**config.mk**
```make
export PLATFORM = sky130hd
export DESIGN_NAME = uart_rx
export DESIGN_NICKNAME = d
export VERILOG_FILES = /design/src/rtl/uart_rx.sv
export SDC_FILE = /design/constraint.sdc
export NUM_CORES = 1
export LEC_CHECK = 0
export ABC_AREA = 1
export CAP_MARGIN = 20
export CORE_UTILIZATION = 42
export DETAILED_ROUTE_END_ITERATION = 8
export GPL_TIMING_DRIVEN = 0
export PLACE_DENSITY_LB_ADDON = 0.3
export SLEW_MARGIN = 5
export SYNTH_ARGS = -nofsm -noshare
export SYNTH_HDL_FRONTEND = slang
export SYNTH_SLANG_ARGS = --single-unit
export TNS_END_PERCENT = 50
```
**constraint.sdc**
```tcl
create_clock -name clk -period 1.76 [get_ports clk]
set_input_delay 0.352 -clock clk [delete_from_list [all_inputs] [get_ports clk]]
set_output_delay 0.352 -clock clk [all_outputs]
set_load 0.005 [all_outputs]
```
**src/rtl/uart_rx.sv**
```systemverilog
// UART receiver: 8N1 frames sampled mid-bit from a synchronized serial line,
// delivered through a one-entry valid/ready holding register.
module uart_rx #(
  parameter int CLKS_PER_BIT = 868
) (
  input  logic       clk,
  input  logic       rst,
  input  logic       data_i,
  output logic [7:0] data_o,
  output logic       valid_o,
  input  logic       ready_i,
  output logic       rx_ready_o,
  output logic       frame_err_o,
  output logic       overrun_o
);

  localparam int CNT_W = $clog2(CLKS_PER_BIT);
  localparam logic [CNT_W-1:0] BIT_LAST  = CNT_W'(CLKS_PER_BIT - 1);
  localparam logic [CNT_W-1:0] HALF_LAST = CNT_W'(CLKS_PER_BIT / 2 - 1);

  localparam logic [2:0] IDLE      = 3'd0;
  localparam logic [2:0] START     = 3'd1;
  localparam logic [2:0] DATA      = 3'd2;
  localparam logic [2:0] STOP      = 3'd3;
  localparam logic [2:0] WAIT_HIGH = 3'd4;

  logic             sync1_q, sync1_d;
  logic             sync2_q, sync2_d;
  logic [2:0]       state_q, state_d;
  logic [CNT_W-1:0] cnt_q, cnt_d;
  logic [2:0]       bit_idx_q, bit_idx_d;
  logic [7:0]       shift_q, shift_d;
  logic [7:0]       data_q, data_d;
  logic             valid_q, valid_d;
  logic             frame_err_q, frame_err_d;
  logic             overrun_q, overrun_d;
  logic             rx_s;
  logic             good_byte;

  // Stage 0: two-flop synchronizer on the asynchronous line
  assign sync1_d = data_i;
  assign sync2_d = sync1_q;
  assign rx_s    = sync2_q;

  // Stage 1: frame FSM, sampling at the middle of each bit period
  always_comb begin
    state_d     = state_q;
    cnt_d       = cnt_q;
    bit_idx_d   = bit_idx_q;
    shift_d     = shift_q;
    frame_err_d = 1'b0;
    good_byte   = 1'b0;
    case (state_q)
      IDLE: begin
        if (!rx_s) begin
          state_d = START;
          cnt_d   = '0;
        end
      end
      START: begin
        if (cnt_q == HALF_LAST) begin
          cnt_d     = '0;
          bit_idx_d = '0;
          state_d   = rx_s ? IDLE : DATA;
        end else begin
          cnt_d = cnt_q + 1'b1;
        end
      end
      DATA: begin
        if (cnt_q == BIT_LAST) begin
          cnt_d     = '0;
          shift_d   = {rx_s, shift_q[7:1]};
          bit_idx_d = bit_idx_q + 1'b1;
          if (bit_idx_q == 3'd7) begin
            state_d = STOP;
          end
        end else begin
          cnt_d = cnt_q + 1'b1;
        end
      end
      STOP: begin
        if (cnt_q == BIT_LAST) begin
          cnt_d = '0;
          if (rx_s) begin
            // Return to IDLE mid-stop-bit so a back-to-back start edge is caught
            good_byte = 1'b1;
            state_d   = IDLE;
          end else begin
            frame_err_d = 1'b1;
            state_d     = WAIT_HIGH;
          end
        end else begin
          cnt_d = cnt_q + 1'b1;
        end
      end
      WAIT_HIGH: begin
        if (rx_s) begin
          state_d = IDLE;
        end
      end
      default: begin
        state_d = IDLE;
      end
    endcase
  end

  // Stage 2: holding register; a handshake in the same cycle frees the slot
  always_comb begin
    data_d    = data_q;
    valid_d   = valid_q;
    overrun_d = 1'b0;
    if (valid_q && ready_i) begin
      valid_d = 1'b0;
    end
    if (good_byte) begin
      if (!valid_q || ready_i) begin
        data_d  = shift_q;
        valid_d = 1'b1;
      end else begin
        overrun_d = 1'b1;
      end
    end
  end

  always_ff @(posedge clk) begin
    if (rst) begin
      sync1_q     <= 1'b1;
      sync2_q     <= 1'b1;
      state_q     <= IDLE;
      cnt_q       <= '0;
      bit_idx_q   <= '0;
      shift_q     <= '0;
      data_q      <= '0;
      valid_q     <= 1'b0;
      frame_err_q <= 1'b0;
      overrun_q   <= 1'b0;
    end else begin
      sync1_q     <= sync1_d;
      sync2_q     <= sync2_d;
      state_q     <= state_d;
      cnt_q       <= cnt_d;
      bit_idx_q   <= bit_idx_d;
      shift_q     <= shift_d;
      data_q      <= data_d;
      valid_q     <= valid_d;
      frame_err_q <= frame_err_d;
      overrun_q   <= overrun_d;
    end
  end

  assign data_o      = data_q;
  assign valid_o     = valid_q;
  assign rx_ready_o  = ~valid_q;
  assign frame_err_o = frame_err_q;
  assign overrun_o   = overrun_q;

endmodule

```
==> run_results.csv <==
group,metric,value,unit
clock_network,numCtsBuffers,5,
run,max_cap_violations,0,
power_and_ir_drop,p_leak,0.0009377,uW
logic_synthesis,yosysSeqAreaShare,0.4193,
timing,setup-tns-final,0,ns
timing,finalHoldViolCount,0,
timing,tightest_slew,0.4755,ns
power_and_ir_drop,power_frac_clock,0.272,
outcome,outcome,"finished, final reports clean",
clock_network,cts_root_buffer,"clkbuf_8",
clock_network,ctsLongestPathBuffers,2,
logic_synthesis,yosys.cell_types.count,30,
logic_synthesis,syn_area_per_cell,6.983,sq um
logic_synthesis,synth_warnings,0,
layout,fillers,418,
setup_path,max_stage_delay,0.36,ns
timing,rsz0062_at_grt,"no",
layout,utilization,0.5224,
setup_path,cp_max_fo,10,
die,die_y,66.86,um
clock_network,path_clk_slew,0.08,ns
routing,ant_nets,0,
power_and_ir_drop,peakVddDrop,0.5869,mV
setup_path,critical_path.cell_chain,"ha_2 -> nand2_2 -> nor3_4 -> nand2_2 -> clkinv_4 -> nand3b_4 -> buf_6 -> nor2_1 -> nor2_1",
placed_design,dpl.hpwl,2496,um
power_and_ir_drop,intPower,1381,uW
global_route,grt_pass1_vias,1326,
hold_path,hold_start,"sync1_q",
setup_path,crit_buf_inv,2,
power_and_ir_drop,switching_share,0.3609,
routing,drtPass1Iterations,4,
power_and_ir_drop,switching_power,779.9,uW
routing,drtIter0Drc,72,
layout,fin_nets,286,
timing,fmax,613.3,MHz
setup_path,worst_r2r_endpoint,"data_o[2]",
logic_synthesis,mappedNetlistArea,1767,sq um
timing,slew_viol_final,0,
setup_path,crit_family,"simple AND/OR/NAND/NOR gates",
routing,finalWirelength,3499,um
timing,relSlewSlack,0.6830,
setup_path,crit_arrival,1.82,ns
die,start_util,0.4385,
hold_path,holdPathStages,1,
die,num_rows,23,
setup_path,crit_path_end_kind,"flop",
power_and_ir_drop,pwr_density_cell,1027,nW/um^2
global_route,grt_max_degree,13,
hold_path,hold_path_end,"rx_s",
die,dieArea,4470,sq um
clock_network,numClockSinks,37,
setup_path,r2r_start,"cnt_q[0]",
clock_network,cts_tree,"done",
clock_network,clk_latency,0.29,ns
setup_path,criticalPathCategory,"reg -> reg",
timing,fin_crit_sh,0.9264,
routing,detail_route.wl_per_cell,10.64,um
die,io_pins,16,
timing,fin_skew,0.004235,ns
hold_path,hold_path.class,"reg -> reg",
placed_design,placed_area,1979,sq um
layout,stdcell_area,2105,sq um
setup_path,rrSetupSlack,0.13,ns
logic_synthesis,ys_seq_elements,37,
die,die_w,66.86,um
layout,drive_gt1_frac,0.1362,
setup_path,cp-start-kind,"flop",
routing,drc_errors,0,
placed_design,globalplace.congestion,0.8374,
global_route,gr-total-overflow,0,
logic_synthesis,netlist_instances,253,
clock_network,hold_buffers,0,
routing,vias,1571,
global_route,track_usage,0.1761,
logic_synthesis,syn-num-nets,261,
clock_network,cts.htree.levels,2,
layout,area_growth,19.12,%
setup_path,r2r_cells,9,
setup_path,critPathRequiredTime,1.95,ns
routing,viasPerCell,4.775,
timing,period_needed,1.630,ns
power_and_ir_drop,pwr-share-comb,0.277,
placed_design,portBuffers,15,
timing,timing.hold.ws,0.4353,ns
global_route,antenna_found_initial,0,
global_route,grt_pass1_wl,5809,um
die,core_area,4029,sq um
setup_path,slowest_stage,"dfxtp_2",
timing,setup_violations,0,
layout,antennaDiodeCount,0,
power_and_ir_drop,seq_power_share,0.451,
[Yosys cell counts, drive strengths merged]
master / count / area share
clkinv: 2 / 0.0071
xor2: 1 / 0.0050
buf: 3 / 0.013
nand3b: 1 / 0.011
o211ai: 1 / 0.0043
nand3: 19 / 0.057
nor2: 45 / 0.098
nor4: 1 / 0.0035
nor3: 3 / 0.018
clkbuf: 1 / 0.0021
dfxtp: 37 / 0.42
a21oi: 19 / 0.060
o21bai: 1 / 0.0043
nand4: 2 / 0.0071
or2: 3 / 0.011
inv: 30 / 0.064
ha: 4 / 0.028
o21ai: 8 / 0.023
nand2: 71 / 0.16
xnor2: 1 / 0.0050
[routing by layer]
metal / vias up / routed length [um] / share of wire / global-route usage
li1: 840 / - / - / -
met1: 700 / 1807 / 0.52 / 0.2315
met2: 25 / 1488 / 0.43 / 0.2664
met3: 6 / 149 / 0.043 / 0.05479
met4: 0 / 53 / 0.015 / 0.06649
met5: - / 0 / 0 / 0
[worst max-delay path by stage]
stage	depth (start not counted)	start	to	slack [ns]
after floorplan	9	cnt_q[0]	data_o[1]	0.27
after global placement	5	rst	cnt_q[3]	0.009
after detailed placement	5	rst	cnt_q[3]	0.003
after CTS	9	cnt_q[0]	data_o[2]	0.02
after global routing	9	cnt_q[0]	data_o[2]	0.01
final	9	cnt_q[0]	data_o[2]	0.13
[power groups by stage]
stage | logic, uW | registers (uW) | clock network (uW)
after CTS | 594 | 968 | 606
after floorplan | 470 | 976 | 0
after detailed placement | 592 | 989 | 0
final | 599 | 974 | 588
after global routing | 701 | 983 | 644
after global placement | 579 | 986 | 0
[repair_timing]
action / in CTS / in global routing
resized for setup: 0 / 6
endpoints found under the setup margin: 0 / 19
setup buffers: 0 / 3
[kinds of logic after synthesis]
logic type | after synthesis | synth area share
simple gates | 145 | 0.3647
flops | 37 | 0.4193
buf+inv | 36 | 0.08640
compound gates | 29 | 0.09137
fa+ha+maj | 4 | 0.02833
xor+xnor | 2 | 0.009917
[sequential cells by signal, summed over array words and instances (netlist names)]
register     flops
frame_err_o      1
state_q          3
rx_s             1
cnt_q           10
data_o           8
shift_q          8
bit_idx_q        3
sync1_q          1
valid_o          1
overrun_o        1
[through the flow]
stage	total power [uW]	setup WS, ns	instances
finish	2161	0.1296	329
global route	2329	0.01374	329
CTS	2169	0.01744	326
detailed placement	1581	0.002597	318
global placement	1565	0.008698	318
floorplan	1446	0.2702	253
[cell usage in the layout (no fill, tap or decap), types with 2 or more instances in the layout]
cell type | netlist | routed
nand2_1 | 65 | 63
nor2_1 | 43 | 43
dfxtp_1 | 37 | 35
inv_1 | 28 | 28
a21oi_1 | 18 | 18
nand3_1 | 18 | 18
clkdlybuf4s50_1 | 0 | 15
nand2_2 | 6 | 8
o21ai_0 | 8 | 8
clkbuf_8 | 0 | 5
buf_4 | 1 | 4
or2_2 | 3 | 3
ha_1 | 4 | 3
nor3_4 | 1 | 2
inv_2 | 2 | 2
nor2_2 | 2 | 2
nand4_1 | 2 | 2
clkinv_2 | 0 | 2
dfxtp_2 | 0 | 2
[layout make-up]
class                      count  area, sq um  share of cell area
clock inverter                 3        17.52            0.008323
clock buffer                   5        68.82             0.03270
sequential                    37        743.2              0.3532
inverter                      32        125.1             0.05945
buffer                         4        27.53             0.01308
timing repair buffer          18        172.7             0.08205
multi-input combinational    180        887.1              0.4215
tap                           50        62.56             0.02973
No activity file was read; power rests on OpenSTA's default activity.
